--- src/rtl/gpio_in_pkg.sv ---
// Shared definitions for the AXI-Lite GPIO input bank: register offsets,
// response codes, bus FSM states and the byte-strobe expansion helper.
package gpio_in_pkg;

  localparam logic [11:0] GPIO_IN_DATA_OFF       = 12'h000;
  localparam logic [11:0] GPIO_IN_IRQ_EN_OFF     = 12'h004;
  localparam logic [11:0] GPIO_IN_IRQ_STATUS_OFF = 12'h008;
  localparam logic [11:0] GPIO_IN_EDGE_SEL_OFF   = 12'h00C;

  typedef enum logic [1:0] {
    OKAY   = 2'b00,
    SLVERR = 2'b10
  } axil_resp_t;

  typedef enum logic {
    W_IDLE = 1'b0,
    W_RESP = 1'b1
  } wr_state_t;

  typedef enum logic {
    R_IDLE = 1'b0,
    R_DATA = 1'b1
  } rd_state_t;

  function automatic logic [31:0] strb_to_mask(input logic [3:0] strb);
    logic [31:0] mask;
    for (int b = 0; b < 4; b++) mask[8*b +: 8] = {8{strb[b]}};
    return mask;
  endfunction

endpackage

--- src/rtl/gpio_debouncer.sv ---
// Two-flop synchroniser followed by a per-bit debounce counter; a bit is
// accepted only after it has differed from the stable value for DEBOUNCE_CYCLES cycles.
module gpio_debouncer #(
  parameter int NUM_GPIO        = 16,
  parameter int DEBOUNCE_CYCLES = 1000
) (
  input  logic                clk_i,
  input  logic                rst_i,
  input  logic [NUM_GPIO-1:0] in_i,
  output logic [NUM_GPIO-1:0] stable_o
);

  localparam int CNT_W = (DEBOUNCE_CYCLES > 1) ? $clog2(DEBOUNCE_CYCLES) : 1;
  localparam logic [CNT_W-1:0] CNT_LAST = CNT_W'(DEBOUNCE_CYCLES - 1);

  logic [NUM_GPIO-1:0] sync_p0, sync_p1, stable_p2;
  logic [CNT_W-1:0]    cnt_q [NUM_GPIO];

  always_ff @(posedge clk_i) begin
    if (rst_i) begin
      sync_p0   <= '0;
      sync_p1   <= '0;
      stable_p2 <= '0;
      for (int i = 0; i < NUM_GPIO; i++) cnt_q[i] <= '0;
    end else begin
      // p0/p1: metastability guard on the asynchronous board inputs
      sync_p0 <= in_i;
      sync_p1 <= sync_p0;
      // p2: debounce, any return to the stable level restarts the count
      for (int i = 0; i < NUM_GPIO; i++) begin
        if (sync_p1[i] == stable_p2[i]) begin
          cnt_q[i] <= '0;
        end else if (cnt_q[i] == CNT_LAST) begin
          stable_p2[i] <= sync_p1[i];
          cnt_q[i]     <= '0;
        end else begin
          cnt_q[i] <= cnt_q[i] + 1'b1;
        end
      end
    end
  end

  assign stable_o = stable_p2;

endmodule

--- src/rtl/axilite_gpio_in.sv ---
// AXI-Lite GPIO input bank: debounced DATA register plus, when GPIO_IN_IRQ_EN
// is defined, edge detection with IRQ_EN / IRQ_STATUS (W1C) / EDGE_SEL and a level interrupt.
module axilite_gpio_in
  import gpio_in_pkg::*;
#(
  parameter int NUM_GPIO        = 16,
  parameter int DEBOUNCE_CYCLES = 1000,
  parameter int ADDR_WIDTH      = 32
) (
  input  logic                  clk_i,
  input  logic                  rst_i,
  input  logic [NUM_GPIO-1:0]   gpio_in_i,
  input  logic [ADDR_WIDTH-1:0] s_axil_awaddr,
  input  logic                  s_axil_awvalid,
  output logic                  s_axil_awready,
  input  logic [31:0]           s_axil_wdata,
  input  logic [3:0]            s_axil_wstrb,
  input  logic                  s_axil_wvalid,
  output logic                  s_axil_wready,
  output logic [1:0]            s_axil_bresp,
  output logic                  s_axil_bvalid,
  input  logic                  s_axil_bready,
  input  logic [ADDR_WIDTH-1:0] s_axil_araddr,
  input  logic                  s_axil_arvalid,
  output logic                  s_axil_arready,
  output logic [31:0]           s_axil_rdata,
  output logic [1:0]            s_axil_rresp,
  output logic                  s_axil_rvalid,
  input  logic                  s_axil_rready,
  output logic                  int_o
);

  logic [NUM_GPIO-1:0] stable;

  gpio_debouncer #(
    .NUM_GPIO        (NUM_GPIO),
    .DEBOUNCE_CYCLES (DEBOUNCE_CYCLES)
  ) u_debouncer (
    .clk_i    (clk_i),
    .rst_i    (rst_i),
    .in_i     (gpio_in_i),
    .stable_o (stable)
  );

  logic [11:0] wr_addr, rd_addr;
  assign wr_addr = {s_axil_awaddr[11:2], 2'b00};
  assign rd_addr = {s_axil_araddr[11:2], 2'b00};

  // Upper address bits and unused data/strobe bits are intentionally ignored.
  logic unused_bits;
  assign unused_bits = ^{s_axil_awaddr, s_axil_araddr, s_axil_wdata, s_axil_wstrb};

  wr_state_t  wr_state, wr_state_nxt;
  rd_state_t  rd_state, rd_state_nxt;
  logic       wr_fire, rd_fire;
  axil_resp_t wr_resp_nxt, rd_resp_nxt, bresp_q, rresp_q;
  logic [31:0] rd_data_nxt, rdata_q;

  always_comb begin
    wr_state_nxt   = wr_state;
    s_axil_awready = 1'b0;
    s_axil_wready  = 1'b0;
    s_axil_bvalid  = 1'b0;
    wr_fire        = 1'b0;
    case (wr_state)
      W_IDLE: begin
        if (s_axil_awvalid && s_axil_wvalid && !rst_i) begin
          s_axil_awready = 1'b1;
          s_axil_wready  = 1'b1;
          wr_fire        = 1'b1;
          wr_state_nxt   = W_RESP;
        end
      end
      W_RESP: begin
        s_axil_bvalid = 1'b1;
        if (s_axil_bready) wr_state_nxt = W_IDLE;
      end
      default: wr_state_nxt = W_IDLE;
    endcase
  end

  always_comb begin
    wr_resp_nxt = OKAY;
    case (wr_addr)
      GPIO_IN_DATA_OFF, GPIO_IN_IRQ_EN_OFF,
      GPIO_IN_IRQ_STATUS_OFF, GPIO_IN_EDGE_SEL_OFF: wr_resp_nxt = OKAY;
      default:                                      wr_resp_nxt = SLVERR;
    endcase
  end

  always_ff @(posedge clk_i) begin
    if (rst_i) begin
      wr_state <= W_IDLE;
      bresp_q  <= OKAY;
    end else begin
      wr_state <= wr_state_nxt;
      if (wr_fire) bresp_q <= wr_resp_nxt;
    end
  end

  assign s_axil_bresp = bresp_q;

  always_comb begin
    rd_state_nxt   = rd_state;
    s_axil_arready = 1'b0;
    s_axil_rvalid  = 1'b0;
    rd_fire        = 1'b0;
    case (rd_state)
      R_IDLE: begin
        s_axil_arready = !rst_i;
        if (s_axil_arvalid && !rst_i) begin
          rd_fire      = 1'b1;
          rd_state_nxt = R_DATA;
        end
      end
      R_DATA: begin
        s_axil_rvalid = 1'b1;
        if (s_axil_rready) rd_state_nxt = R_IDLE;
      end
      default: rd_state_nxt = R_IDLE;
    endcase
  end

`ifdef GPIO_IN_IRQ_EN
  logic [NUM_GPIO-1:0] irq_en_q, irq_status_q, edge_sel_q, stable_prev_q;
  logic [NUM_GPIO-1:0] wr_bits, wr_mask, edge_hit, status_clr;
  logic [31:0]         strb_mask;
  logic                int_q;

  assign strb_mask  = strb_to_mask(s_axil_wstrb);
  assign wr_bits    = s_axil_wdata[NUM_GPIO-1:0];
  assign wr_mask    = strb_mask[NUM_GPIO-1:0];
  assign edge_hit   = (edge_sel_q & stable & ~stable_prev_q) |
                      (~edge_sel_q & ~stable & stable_prev_q);
  assign status_clr = (wr_fire && wr_addr == GPIO_IN_IRQ_STATUS_OFF) ? (wr_bits & wr_mask) : '0;

  always_ff @(posedge clk_i) begin
    if (rst_i) begin
      irq_en_q      <= '0;
      irq_status_q  <= '0;
      edge_sel_q    <= '0;
      stable_prev_q <= '0;
      int_q         <= 1'b0;
    end else begin
      stable_prev_q <= stable;
      // a fresh edge overrides a simultaneous W1C of the same bit
      irq_status_q  <= (irq_status_q & ~status_clr) | edge_hit;
      int_q         <= |(irq_status_q & irq_en_q);
      if (wr_fire && wr_addr == GPIO_IN_IRQ_EN_OFF)
        irq_en_q <= (irq_en_q & ~wr_mask) | (wr_bits & wr_mask);
      if (wr_fire && wr_addr == GPIO_IN_EDGE_SEL_OFF)
        edge_sel_q <= (edge_sel_q & ~wr_mask) | (wr_bits & wr_mask);
    end
  end

  assign int_o = int_q;
`else
  assign int_o = 1'b0;
`endif

  always_comb begin
    rd_data_nxt = '0;
    rd_resp_nxt = OKAY;
    case (rd_addr)
      GPIO_IN_DATA_OFF:       rd_data_nxt = 32'(stable);
`ifdef GPIO_IN_IRQ_EN
      GPIO_IN_IRQ_EN_OFF:     rd_data_nxt = 32'(irq_en_q);
      GPIO_IN_IRQ_STATUS_OFF: rd_data_nxt = 32'(irq_status_q);
      GPIO_IN_EDGE_SEL_OFF:   rd_data_nxt = 32'(edge_sel_q);
`else
      GPIO_IN_IRQ_EN_OFF, GPIO_IN_IRQ_STATUS_OFF,
      GPIO_IN_EDGE_SEL_OFF:   rd_data_nxt = '0;
`endif
      default:                rd_resp_nxt = SLVERR;
    endcase
  end

  always_ff @(posedge clk_i) begin
    if (rst_i) begin
      rd_state <= R_IDLE;
      rdata_q  <= '0;
      rresp_q  <= OKAY;
    end else begin
      rd_state <= rd_state_nxt;
      if (rd_fire) begin
        rdata_q <= rd_data_nxt;
        rresp_q <= rd_resp_nxt;
      end
    end
  end

  assign s_axil_rdata = rdata_q;
  assign s_axil_rresp = rresp_q;

endmodule

--- config.mk ---
export PLATFORM = sky130hd
export DESIGN_NAME = axilite_gpio_in
export DESIGN_NICKNAME = d
export VERILOG_FILES = /design/src/rtl/gpio_in_pkg.sv /design/src/rtl/gpio_debouncer.sv /design/src/rtl/axilite_gpio_in.sv
export SDC_FILE = /design/constraint.sdc
export NUM_CORES = 1
export LEC_CHECK = 0
export ABC_AREA = 1
export BUFFER_PORTS_ARGS = -buffer_cell sky130_fd_sc_hd__buf_2
export CORE_ASPECT_RATIO = 1.4
export CORE_MARGIN = 2
export CORE_UTILIZATION = 55
export CTS_BUF_LIST = sky130_fd_sc_hd__clkbuf_16
export CTS_CLUSTER_DIAMETER = 100
export CTS_CLUSTER_SIZE = 14
export DETAILED_ROUTE_END_ITERATION = 8
export GPL_TIMING_DRIVEN = 1
export PLACE_DENSITY = 0.77
export REMOVE_ABC_BUFFERS = 1
export SYNTH_ARGS = -nofsm -noshare
export SYNTH_HDL_FRONTEND = slang
export SYNTH_SLANG_ARGS = --single-unit
--- constraint.sdc ---
create_clock -name clk_i -period 1.5 [get_ports clk_i]
set_input_delay 0.075 -clock clk_i [delete_from_list [all_inputs] [get_ports clk_i]]
set_output_delay 0.075 -clock clk_i [all_outputs]
set_load 0.01 [all_outputs]
After elaboration in Yosys (flattened, before gate mapping):

Memory sizes are Yosys's and may differ from the RTL's.
Index checks and enable logic that the tools add are counted.

* multiply operators: 0
* multiplexer cells: 240
* add/subtract/negate cells: 16
* $lt $le $gt $ge: 0
* eq/ne operators: 38
* shift-type cells: 0
* reductions and logical operators: 24
* divide/modulo/power cells: 0
* bitwise gates (word level): 66

Operators with widths (count)
* $mux W10: 48
* $mux W1: 187
* $add A10 B1 Y10 const B: 16
* $eq A10 B10 Y1 const B: 16
* $or A1 B1 Y1: 48
* $eq A10 B2 Y1 const B: 4
* $reduce_and A2 Y1: 16
* $logic_not A12 Y1: 2
* $eq A10 B1 Y1 const B: 2
* $not A1 Y1: 18
* $eq A1 B1 Y1: 16
* $mux W16: 1
* $reduce_or A4 Y1: 2
* $mux W2: 2
* $pmux W1 S2: 2
* $logic_and A1 B1 Y1: 3
* $logic_not A1 Y1: 1

* flip-flop bits (word level): 86
* latch bits: 0
* ROM bits: 0
* bits of input ports: 123
* RAM bits: 160
* memories: 1

Memories
* u_debouncer.cnt_q: words 16, bits a word 10, read ports 16, clocked after Yosys merged registers in 0, wr ports 16, line gpio_debouncer.sv:17 `logic [CNT_W-1:0] cnt_q [NUM_GPIO];`

Logic depth before layout (Yosys ltp):

Gate-level depths: netlist (run 1).
An unclocked memory read counts as a cell.

* depth after elaboration: 8
* depth in mapped cells: 8

By module:

Synthesis (run 1) repeated with hierarchy kept, for this count alone.

* cell total of the unflattened synthesis: 1377
* area, all modules: 11710.0 µm²

By module, submodules not included
* gpio_debouncer: instances 1, area an instance 10523.8 µm², seq. area each 5765.5 µm², cells each 1210
* axilite_gpio_in: instances 1, area an instance 1186.1 µm², seq. area each 400.4 µm², cells each 167

Worst setup path before layout (run 1):

OpenSTA, ideal clock, no wires.

* kind: register to register
* start point: memory u_debouncer.cnt_q[0][100] (netlist bit)
* end point: memory u_debouncer.cnt_q[0][106] (netlist bit), data pin
* data required time: 1.233 ns
* data arrival time: 1.088 ns
* cell stages (with the launch flop): 7
* setup slack: 0.146 ns
* clock period less this slack: 1.354 ns
* cells stage by stage: edfxtp_1 ha_1 nand2_1 inv_1 nand3_1 o21ai_2 nor2_1

RTL lines (line)
* start, declared: gpio_debouncer.sv:17

Worst setup path in the final report (run 1):

* start point: input port s_axil_awaddr[11]
* end point: register bresp_q[1] (netlist: s_axil_bresp[1])

* longest elaborated chain between the ends: 3
* elaborated cells on any way between the ends: 6
* those cells by class: eq/ne (3); mux (1); reduce/logical (2)

RTL lines
* start, declared: line axilite_gpio_in.sv:13 `input logic [ADDR_WIDTH-1:0] s_axil_awaddr,`
* $eq A10 B1 Y1, or another cell as far along: line axilite_gpio_in.sv:84 `case (wr_addr)`
* $reduce_or A4 Y1 (*): line axilite_gpio_in.sv:84
* $mux W2 (*): line axilite_gpio_in.sv:84
* end signal, assigned: line axilite_gpio_in.sv:97 `if (wr_fire) bresp_q <= wr_resp_nxt;`
* end, declared: line axilite_gpio_in.sv:56 `axil_resp_t wr_resp_nxt, rd_resp_nxt, bresp_q, rresp_q;`

Every way passes the cells marked *; elsewhere a longest branch is shown, timed or not.
A chain may end at the register's enable or synchronous reset.

==> results summary, run 1 <==
The total buffers and inverters traversed by the critical path came out at 3. The minimum setup slack among reg-to-reg paths is 60 ps. The first-pass GRT wire length is 36,500 µm. The final hold violation count is 0. The overall overflow remaining after global route came out at 0. The starting density of the core came out at 56.1%. The routability congestion estimate came out at 0.830. The worst path needs 1450 ps of the cycle, external delays included. The number of unique standard cell types used by synthesis came out at 34. The number of search-and-repair iterations in the first detailed-routing pass came out at 5. The length in cells of the worst reg-to-reg path is 5.

The maximum root-to-sink buffer count came out at 3. The share of the cycle needed by the critical path after routing is 96.9%. The placed wire-length estimate after detailed placement is 14,900 µm.

The final number of max-transition violations came to 0. The endpoint arrival time on the critical path came out at 1850 ps. The die footprint is 0.0222 mm².

The number of enable-type register cells in the synthesized netlist came out at 160. The number of antenna violations at the first check in global routing came out at 0. The number of inserted filler cells in the final layout came out at 1,643.

In the post-synthesis netlist, the cell with the most instances is sky130_fd_sc_hd__nor2_1. Sorting the synthesized cells by area gives the leading types as sky130_fd_sc_hd__edfxtp_1, sky130_fd_sc_hd__dfxtp_1, sky130_fd_sc_hd__nor2_1. The post-route DRC violation count came out at 0.

TritonCTS built the clock tree. The final wirelength is 22,200 µm. The critical path is of the input port to register type. The net total in the final layout is 1,801. The most used flip-flop cell after synthesis is sky130_fd_sc_hd__edfxtp_1. The worst voltage drop across the vdd grid is 0.759 mV. In this run the biggest area consumer among cell types represents 41.7% of the synthesized area. The CTS H-tree depth came out at 1.

For hold timing, the worst endpoint is u_debouncer.sync_p1[0]. The placement-stage worst setup slack is 27.4 ps. The fraction of final layout cells with drive strength greater than 1 came out at 13.4%. Setup repair after global routing could not meet its margin everywhere. Walking the worst path, the cells encountered are dlygate4sd3_1, buf_2, or2_2, dlygate4sd3_1, nor3_2, nor2_1. In this run the mean area of a mapped cell was 8.52 µm². The die is 175 µm tall. The via count of the first global-routing pass came to 8,967. Once placement finished, the instance area stood at 0.0129 mm². After detailed routing, the average wire length per cell comes to 11.5 µm.

The summed negative setup slack over all endpoints is 0 ps. In this run the most critical hold path is launched from rst_i. In this run, the number of DRC markers left after iteration 0 of detailed routing was 360. The type of the worst min-delay path is input port to register. The routed via count divided by cell count is 4.82. The synthesized instance count came out at 1,353. The smallest setup slack after layout is 46.7 ps. The overall power consumption is 12.7 mW. The reg-to-reg endpoint is u_debouncer.cnt_q[0][106].

Clock-pin slew was measured on the worst setup and hold paths at 70 ps. Counting stages on the worst path, the most repeated cell is sky130_fd_sc_hd__dlygate4sd3_1. The worst hold path was traced through 3 stages.

Of all flip-flops after synthesis, the portion carrying an async set or reset was 0%. The area of all placed cells without fillers came out at 0.0142 mm². The cell type with the highest aggregate area in the netlist is sky130_fd_sc_hd__edfxtp_1. After floorplanning, the core was divided into 62 placement rows.

The highest net fanout along the worst path is 1. The peak clock frequency supported by timing is 688 MHz. Entering global routing, the biggest net connects 30 pins. The required time of the critical path is 1890 ps. The final cell count without fillers came out at 1,932. The core footprint is 0.0206 mm².

The buffer cell driving the clock tree root is sky130_fd_sc_hd__clkbuf_16. The synthesized area is 0.0115 mm². Clock tree synthesis inserted a total of 20 buffers.

The number of top-level design ports is 165. STA classifies the critical path endpoint as a register. The analysis attributes to cell leakage a power of 6.24 nW. The flow ran to the end, and the final reports show no timing, DRC or antenna violations.

The antenna diode instance count is 0. In this run the remaining antenna-violating nets after routing total 0. The power per cell area came out at 898 mW/mm². The worst-case clock skew came out at 20.5 ps. The number of failing setup endpoints in the final timing report is 0. The global routing usage summed across all routing layers is 19.5%. The startpoint identified for the worst register-to-register timing path is u_debouncer.cnt_q[0][103]. On the critical path, the stage with the largest delay is an instance of sky130_fd_sc_hd__dlygate4sd3_1. The worst hold slack across all endpoints came out at 21.1 ps. The largest stage delay on the critical path is 580 ps. The cell count after placement came out at 1,847.

Measured along the x axis, the die boundary spans 126 µm. In the synthesized netlist, the cells that appear most often are sky130_fd_sc_hd__nor2_1, sky130_fd_sc_hd__nand2_1, sky130_fd_sc_hd__inv_1. The CTS sink count came out at 228. The worst setup path is launched from an input port. The part of the Yosys area used for sequential elements is 53.5%. The number of max-capacitance violations reported came out at 0. The cell class contributing the biggest share of worst-path delay is buffers and inverters.

The Yosys warning count is 0. Across all layers, the routed design uses 9,304 vias. The final cell utilization of the core is 68.9%. After synthesis the netlist holds a flip-flop and latch count of 228. The number of I/O port buffers came out at 63. The worst-skew pair later-pin latency is 510 ps. The area overhead of the layout relative to synthesis came out at 22.8%.
==> what timing repair did <==
action | 4_1_cts | 5_1_grt
endpoints found under the setup margin | 1 | 139
hold buffers | 31 | 1
resized for setup | 0 | 66
gates cloned | 0 | 3
pin swaps | 1 | 16
hold endpoints to repair | 20 | 1
buffers inserted | 2 | 13
==> worst max-delay path by stage <==
| stage | from | to | slack, ps | cells past startpoint |
|---|---|---|---|---|
| floorplan | u_debouncer.cnt_q[0][100] | u_debouncer.cnt_q[0][106] | 150 | 6 |
| global placement | u_debouncer.cnt_q[0][10] | u_debouncer.cnt_q[0][16] | 40 | 8 |
| detailed placement | u_debouncer.cnt_q[0][110] | u_debouncer.cnt_q[0][116] | 30 | 6 |
| CTS | wr_state | s_axil_bresp[1] | 20 | 5 |
| global route | u_debouncer.cnt_q[0][20] | u_debouncer.cnt_q[0][26] | -30 | 6 |
| finish | s_axil_awaddr[11] | s_axil_bresp[1] | 50 | 6 |
==> metal layers <==
layer  track usage (%)  vias to the layer above  routed length [µm]
met1              21.4                     4278                8840
met5                 0                        -                   0
met2              38.1                      166               12000
met3              2.47                       44                 815
li1                  -                     4816                   -
met4              6.09                        0                 548
==> power breakdown <==
group,switching (mW),internal [mW]
clock,2.18,2.53
combinational,0.511,0.352
sequential,0.190,6.96
total,2.88,9.84
==> worst min-delay path, stage by stage <==
cell and delay, ps:
sky130_fd_sc_hd__buf_2 140, sky130_fd_sc_hd__buf_12 170, sky130_fd_sc_hd__nor2_1 100
==> layout by cell type (no fill, tap or decap), types with 3 or more instances in the layout <==
master / n
sky130_fd_sc_hd__nand3_2: 11
sky130_fd_sc_hd__o21ai_0: 28
sky130_fd_sc_hd__a31oi_1: 9
sky130_fd_sc_hd__nand4_1: 26
sky130_fd_sc_hd__nand3_1: 91
sky130_fd_sc_hd__dlygate4sd3_1: 31
sky130_fd_sc_hd__nand2_1: 244
sky130_fd_sc_hd__o21ai_1: 3
sky130_fd_sc_hd__nor2_1: 300
sky130_fd_sc_hd__nand2_2: 7
sky130_fd_sc_hd__a21oi_1: 36
sky130_fd_sc_hd__ha_1: 6
sky130_fd_sc_hd__ha_4: 3
sky130_fd_sc_hd__buf_2: 63
sky130_fd_sc_hd__xor2_1: 33
sky130_fd_sc_hd__nand2_4: 14
sky130_fd_sc_hd__a21oi_2: 12
sky130_fd_sc_hd__dfxtp_1: 68
sky130_fd_sc_hd__buf_12: 3
sky130_fd_sc_hd__conb_1: 179
sky130_fd_sc_hd__inv_1: 182
sky130_fd_sc_hd__nor3_1: 5
sky130_fd_sc_hd__buf_4: 42
sky130_fd_sc_hd__edfxtp_1: 160
sky130_fd_sc_hd__xnor2_1: 25
sky130_fd_sc_hd__nand3b_1: 16
sky130_fd_sc_hd__nor2_2: 15
sky130_fd_sc_hd__ha_2: 7
sky130_fd_sc_hd__or2_2: 4
sky130_fd_sc_hd__o21bai_1: 8
sky130_fd_sc_hd__o21ai_2: 7
sky130_fd_sc_hd__clkbuf_16: 21
sky130_fd_sc_hd__inv_2: 3
==> cell type report <==
cell class	instances	area, µm²	share of cell area (%)
sequential	228	6170	43.5
clock inverter	15	63.8	0.450
inverter	171	642	4.53
tap	256	320	2.26
timing repair buffer	141	1020	7.23
clock buffer	21	526	3.71
multi-input combinational	1100	5420	38.3
==> kinds of logic (layout without fill, tap and decap cells) <==
family,after synthesis,count (layout),share of synthesized area (%)
xor gates and xnor gates,58,58,4.40
and+or+nand+nor,740,742,27.1
DFF,228,228,53.5
buffers and inverters,204,348,7.55
other,2,179,0.0651
AOI/OAI and AO/OA,105,105,5.64
adders and majority gates,16,16,1.74
==> flip-flops by register name (all words and copies together) (netlist names) <==
name and flops:
s_axil_rresp 1, u_debouncer.stable_o 16, u_debouncer.cnt_q 160, u_debouncer.sync_p0 16, s_axil_bresp 1, s_axil_rdata 16, u_debouncer.sync_p1 16, rd_state 1
wr_state 1
Power figures use the tool's default switching activity.
==> inputs of run 2 (changes only) <==
- BUFFER_PORTS_ARGS: -buffer_cell sky130_fd_sc_hd__buf_2 -> not set
- CORE_MARGIN: 2 -> 10
- DONT_BUFFER_PORTS: not set -> 1
- PLACE_DENSITY: 0.77 -> 0.73
- clock period: 1.5 -> 1.2 ns (I/O delays scaled with it)
==> run 2 against run 1 <==
Against the previous run: the flow now finishes with violations (hold timing, setup timing); hold slack worse by 28 ps; worst setup slack worse by 370 ps; core utilization increased by 14 points; via count increased by 16%; critical path type is now register to register; die area grew 23%; critical endpoint is now u_debouncer.cnt_q[0][138]; cell count up 8.0%.
==> results summary, run 2 (synthesized netlist as in run 1, its figures left out) <==
Outcome: finished with violations (was finished clean). The final reports fail on hold timing, setup timing. The number of top-level design ports came out at 165 (unchanged). Most used cells in the layout excluding fill and tap cells: sky130_fd_sc_hd__buf_4, sky130_fd_sc_hd__nand2_1, sky130_fd_sc_hd__conb_1 (was sky130_fd_sc_hd__nor2_1, sky130_fd_sc_hd__nand2_1, sky130_fd_sc_hd__inv_1). The leakage power of the design is 7.21 nW (was 6.24 nW). The worst voltage drop across the vdd grid came out at 1.04 mV (was 0.759 mV).

The buffer cell driving the clock tree root is sky130_fd_sc_hd__clkbuf_16 (unchanged). The register name with the most flops is u_debouncer.cnt_q (unchanged). The number of search-and-repair iterations in the first detailed-routing pass came out at 7 (was 5). The TritonCTS clock tree was built (unchanged). The post-route DRC violation count is 0 (unchanged). The path length in cells of the critical path came out at 7 (was 6).

The routability congestion estimate was 0.822 (was 0.830). The highest net fanout along the worst path is 3 (was 1). List of cells traversed by the critical path: ha_2, nand2_2, nor2_4, nand2_2, o21bai_1, nand2_1, nor2_1 (was dlygate4sd3_1, buf_2, or2_2, dlygate4sd3_1, nor3_2, nor2_1). The capturing element type of the critical path is a register (unchanged). The minimum period implied by the final worst setup slack is 1530 ps. The die footprint is 0.0272 mm² (was 0.0222 mm²). The worst hold slack across all endpoints is -7.16 ps (was 21.1 ps). The clock slew seen by the registers of the worst setup and hold paths is 70 ps (about the same). The type of the worst min-delay path is input port to register (unchanged). The worst pin sits at a relative slew slack of 36.5%. The peak clock frequency supported by timing is 655 MHz. The final critical path takes up 127% of the cycle. The most common cell after layout, fill and taps aside was sky130_fd_sc_hd__buf_4 (was sky130_fd_sc_hd__nor2_1). The area overhead of the layout relative to synthesis is 48.4% (was 22.8%). The number of CTS-inserted buffers came out at 20 (unchanged). The final number of max-transition violations came out at 0 (unchanged). The largest stage delay on the critical path came out at 370 ps (was 580 ps). The number of DRC markers in iteration 0 came out at 713 (was 360).

The slowest cell on the critical path is sky130_fd_sc_hd__edfxtp_1 (was sky130_fd_sc_hd__dlygate4sd3_1). The number of antenna violations at the first check in global routing is 0 (unchanged). The placed wire-length estimate after detailed placement came to 17,400 µm (was 14,900 µm). The cell class contributing the biggest share of worst-path delay is simple AND/OR/NAND/NOR gates (was buffers and inverters). The maximum root-to-sink buffer count is 3 (unchanged). The length in cells of the worst reg-to-reg path came out at 7 (was 5). The pin count of the biggest net entering global routing came out at 36 (was 30).

The global routing usage summed across all routing layers came out at 20.8% (was 19.5%). The worst-case clock skew came to 15.4 ps (was 20.5 ps). The required time of the critical path came out at 1530 ps (was 1890 ps). The final wirelength is 34,400 µm (was 22,200 µm). For the pin with the worst max-slew slack, the measured transition is 950 ps.

The routed length per placed instance is 16.5 µm (was 11.5 µm). The via count of the routed design is 10.8k (was 9,304). The number of failing setup endpoints in the final timing report is 201 (was 0).

The first-pass GRT wire length came out at 47,700 µm (was 36,500 µm). The critical path start-end classification was register to register (was input port to register). The number of I/O port buffers came to 0 (was 63). The worst-skew pair later-pin latency came out at 510 ps (about the same). The number of flip-flops under the largest register name came to 160 (unchanged). The overall overflow remaining after global route came to 0 (unchanged). RSZ-0062 raised after global routing: yes (unchanged). The antenna diode instance count is 0 (unchanged). The worst hold path stage count came out at 4 (was 3). The number of rows created at floorplan came out at 62 (unchanged). The number of max-capacitance violations reported was 0 (unchanged). The via count of the first global-routing pass came to 10.5k (was 8,967). The type of origin of the critical path is a register (was input port). The starting density of the core is 56.1% (unchanged). The placement-stage worst setup slack is -225 ps (was 27.4 ps). The width of the die came out at 142 µm (was 126 µm). The power per cell area is 987 mW/mm² (was 898 mW/mm²). The most repeated library cell on the critical path is sky130_fd_sc_hd__nand2_2 (was sky130_fd_sc_hd__dlygate4sd3_1). The smallest setup slack after layout is -327 ps (was 46.7 ps). The final cell utilization of the core came out at 83.2% (was 68.9%).

The routed via count divided by cell count came to 5.19 (was 4.82). The total buffers and inverters traversed by the critical path came out at 0 (was 3). The chip height was 191 µm (was 175 µm).

The CTS H-tree depth came out at 1 (unchanged). The net total in the final layout is 1,955 (was 1,801). The endpoint arrival time on the critical path is 1860 ps (was 1850 ps). The core footprint is 0.0206 mm² (unchanged).

The CTS sink count was 228 (unchanged). The final hold violation count came to 3 (was 0). The remaining number of nets flagged by the antenna check after routing is 0 (unchanged).

The fraction of final layout cells with drive strength greater than 1 is 35.1% (was 13.4%).
## run 2: cell types whose count changed in the layout (fill, tap and decap cells not counted), moves of 24 or more
cell / delta
sky130_fd_sc_hd__nand3_1: -33
sky130_fd_sc_hd__buf_2: -63
sky130_fd_sc_hd__nand2_1: -42
sky130_fd_sc_hd__a21oi_1: -24
sky130_fd_sc_hd__nor2_1: -135
sky130_fd_sc_hd__nor2_2: +82
sky130_fd_sc_hd__buf_4: +169
sky130_fd_sc_hd__nand2_2: +31
sky130_fd_sc_hd__nor2_4: +53
## run 2: stage by stage
step	area, µm²	TNS (ps)	instances	hold slack (ps)	power [mW]
2_1_floorplan	12000	-14800	1497	131	9.66
3_3_place_gp	13900	-19300	1958	139	10.2
3_5_place_dp	13900	-26200	1958	139	10.2
4_1_cts	16000	-22170	2066	5.33	16.5
5_1_grt	17100	-43970	2086	16.7	17.4
6_report	17100	-32590	2086	-7.16	16.9
## run 2: cell type report
| cell class | count | area (µm²) |
|---|---|---|
| Multi-Input combinational cell | 1107 | 6930 |
| Sequential cell | 228 | 6170 |
| Fill cell | 1045 | 3450 |
| Timing Repair Buffer | 288 | 2450 |
| Inverter | 171 | 652 |
| Clock buffer | 21 | 526 |
| Tap cell | 256 | 320 |
| Clock inverter | 15 | 63.8 |
## run 2: worst min-delay path, delay by kind of cell
family                 cells  cell delay [ps]
and+or+nand+nor            1               40
buffers and inverters      2              250
AOI/OAI and AO/OA          1              110
## run 2: worst paths after layout
path / startpoint / to / slack (ps)
setup / recovery: u_debouncer.cnt_q[0][130] / u_debouncer.cnt_q[0][138] / -330
hold / removal: rst_i / u_debouncer.stable_o[9] / -7
setup reg to reg: u_debouncer.cnt_q[0][130] / u_debouncer.cnt_q[0][138] / -330
hold reg to reg: u_debouncer.sync_p0[8] / u_debouncer.sync_p1[8] / 400
## run 2: repair_timing
action                     CTS  global route
gates cloned                 9             0
setup buffers               22            20
hold endpoints to repair    66             4
setup endpoints to repair  177           189
hold buffers                44             8
gates resized for setup    242           247
pin swaps                  101            83
## run 2: report_power, final
group	internal (mW)	switching [mW]	leakage [nW]
Combinational	0.779	1.03	4.66
Sequential	8.70	0.250	2.21
Clock	3.17	2.95	0.339
## run 2: metal layers
metal / share of wire (%) / global-route usage [%]
met1: 35 / 22.7
met2: 54 / 40.0
met3: 5.8 / 2.93
met4: 4.7 / 6.63
met5: 0 / 0
==> inputs of run 3 (changes only) <==
- BUFFER_PORTS_ARGS: not set -> -buffer_cell sky130_fd_sc_hd__buf_2
- CORE_UTILIZATION: 55 -> 52
- DONT_BUFFER_PORTS: 1 -> not set
- PLACE_DENSITY: 0.73 -> 0.76
==> run 3 against run 2 <==
Against the previous run: clock skew is essentially flat; the flow finishes with violations (setup timing); core utilization shrank 3.2 points; global-route usage shrank 0.86 points.
==> results summary, run 3 (synthesized netlist as in run 1, its figures left out) <==
The routed length per placed instance came out at 15.5 µm (was 16.5 µm). The largest stage delay on the critical path came to 440 ps (was 370 ps). The worst hold slack across all endpoints is 11.7 ps (was -7.16 ps). The smallest setup slack after layout is -346 ps (was -327 ps). The share of the cycle needed by the critical path after routing is 129% (was 127%). The number of CTS-inserted buffers came to 20 (unchanged). The endpoint arrival time on the critical path came out at 1940 ps (was 1860 ps).

The post-route DRC violation count came to 0 (unchanged). The via count of the first global-routing pass is 10.9k (was 10.5k). Violated checks: setup timing (was hold timing, setup timing). The net total in the final layout came out at 2,015 (was 1,955). The worst-skew pair later-pin latency came to 500 ps (was 510 ps).

The type of origin of the critical path is a register (unchanged). The overall overflow remaining after global route came out at 0 (unchanged). The most used routing layer was met2 (unchanged). The power per cell area was 963 mW/mm² (was 987 mW/mm²). The number of DRC markers in iteration 0 is 674 (was 713).

The TritonCTS clock tree is built (unchanged). The final wirelength came out at 33,900 µm (was 34,400 µm). The global routing usage on met1 was 21.3% (was 22.7%). The placement-stage worst setup slack is -235 ps (was -225 ps). The worst voltage drop across the vdd grid is 1.04 mV (about the same).

The CTS sink count came out at 228 (unchanged). The core footprint came to 0.0219 mm² (was 0.0206 mm²). The die footprint was 0.0286 mm² (was 0.0272 mm²). The clock slew seen by the registers of the worst setup and hold paths is 70 ps (about the same).

The final cell utilization of the core came to 80.0% (was 83.2%). The first-pass GRT wire length came out at 49,100 µm (was 47,700 µm). The register name with the most flops is u_debouncer.cnt_q (unchanged). The placed standard-cell area came to 0.0142 mm² (was 0.0139 mm²). The final number of max-transition violations came out at 0 (unchanged).

The remaining number of nets flagged by the antenna check after routing came out at 0 (unchanged). The met2 routing resource usage after global routing is 38.7% (was 40.0%). The type of the worst min-delay path is input port to register (unchanged). The area of all placed cells without fillers was 0.0175 mm² (was 0.0171 mm²). The maximum root-to-sink buffer count is 3 (unchanged). The routed via count divided by cell count is 5.03 (was 5.19). The critical path start-end classification is register to register (unchanged). The number of antenna violations at the first check in global routing is 0 (unchanged). The number of search-and-repair iterations in the first detailed-routing pass is 5 (was 7). The final hold violation count came out at 0 (was 3).

List of cells traversed by the critical path: ha_4, nand2_4, nor2_4, nand3_4, buf_6, o21bai_1, nor2_1 (was ha_2, nand2_2, nor2_4, nand2_2, o21bai_1, nand2_1, nor2_1). The routability congestion estimate is 0.868 (was 0.822). The buffer cell driving the clock tree root is sky130_fd_sc_hd__clkbuf_16 (unchanged). The minimum setup slack among reg-to-reg paths was -350 ps (was -330 ps). The number of failing setup endpoints in the final timing report came out at 176 (was 201). The peak clock frequency supported by timing was 647 MHz (was 655 MHz).

The capturing element type of the critical path is a register (unchanged). The antenna diode instance count came to 0 (unchanged). Most used cells in the layout excluding fill and tap cells: sky130_fd_sc_hd__buf_4, sky130_fd_sc_hd__nand2_1, sky130_fd_sc_hd__conb_1 (unchanged). The most common cell after layout, fill and taps aside is sky130_fd_sc_hd__buf_4 (unchanged). The slowest cell on the critical path was sky130_fd_sc_hd__edfxtp_1 (unchanged). The fraction of final layout cells with drive strength greater than 1 is 37.8% (was 35.1%). Outcome: finished with violations (unchanged).

The area overhead of the layout relative to synthesis is 51.7% (was 48.4%). The number of max-capacitance violations reported came out at 0 (unchanged). The number of flip-flops under the largest register name is 160 (unchanged).

The global routing usage summed across all routing layers came out at 20.0% (was 20.8%). The overall power consumption came out at 16.8 mW (was 16.9 mW). The placed wire-length estimate after detailed placement was 18,200 µm (was 17,400 µm). The minimum period implied by the final worst setup slack was 1550 ps (was 1530 ps).

The number of rows created at floorplan came out at 64 (was 62). The leakage power of the design is 7.55 nW (was 7.21 nW). The highest net fanout along the worst path is 4 (was 3). The worst-case clock skew came to 15.1 ps (was 15.4 ps). RSZ-0062 raised after global routing: yes (unchanged). The CTS H-tree depth came to 1 (unchanged). The global routing met3 resource utilization is 2.99% (was 2.93%). The summed negative setup slack over all endpoints is -32,100 ps (was -32,590 ps). The required time of the critical path is 1590 ps (was 1530 ps). The number of I/O port buffers is 63 (was 0). The pin count of the biggest net entering global routing is 18 (was 36).

The chip height was 196 µm (was 191 µm). The starting density of the core was 52.8% (was 56.1%). The final cell count without fillers came to 2,187 (was 2,086). The via count of the routed design came to 11.0k (was 10.8k). The width of the die came to 146 µm (was 142 µm). The number of top-level design ports is 165 (unchanged). The cell count after placement came to 2,062 (was 1,958).
run 3: cell types whose count changed in the layout (fill, tap and decap cells not counted), sizes merged:
cell         change
buf             +66
dlygate4sd3      -7
clkinv           +1
run 3: worst paths after layout:
kind         depth (start not counted)                  endpoint                 startpoint
min                                  5           s_axil_rdata[9]           s_axil_araddr[3]
min reg2reg                          2    u_debouncer.sync_p1[6]     u_debouncer.sync_p0[6]
max                                  7  u_debouncer.stable_o[11]  u_debouncer.cnt_q[0][110]
max reg2reg                          7  u_debouncer.stable_o[11]  u_debouncer.cnt_q[0][110]
run 3: area by class of cell:
| class | count | area (µm²) |
|---|---|---|
| clock buffers | 21 | 526 |
| clock inverters | 15 | 63.8 |
| repair inverters | 1 | 5.00 |
| flip-flops and latches | 228 | 6170 |
| inverters | 171 | 657 |
| fillers | 1212 | 4360 |
| repair buffers | 347 | 2730 |
| multi-input cells | 1107 | 6980 |
| well taps | 297 | 372 |
run 3: metal layers:
layer | share of wire, % | up-vias
li1 | - | 5254
met1 | 36 | 5289
met2 | 56 | 338
met3 | 4.5 | 118
met4 | 3.9 | 0
met5 | 0 | -
run 3: worst max-delay path, delay by kind of cell, from the launching register on:
family          cells  cell delay [ps]
fa+ha+maj           1              210
buf+inv             1              170
compound gates      1              170
flops               1              440
simple gates        4              460
run 3: what timing repair did:
| action | 4_1_cts | 5_1_grt |
|---|---|---|
| endpoints found under the setup margin | 179 | 182 |
| pin swaps | 119 | 94 |
| resized for setup | 256 | 252 |
| hold endpoints to repair | 28 | 1 |
| gates cloned | 9 | 1 |
| hold buffers | 39 | 2 |
| setup buffers | 27 | 20 |
run 3: report_power, final:
part	leakage, nW	internal [mW]	switching [mW]	total (mW)
logic	5.00	0.809	1.03	1.84
clock network	0.339	3.17	2.89	6.05
registers	2.21	8.70	0.251	8.95
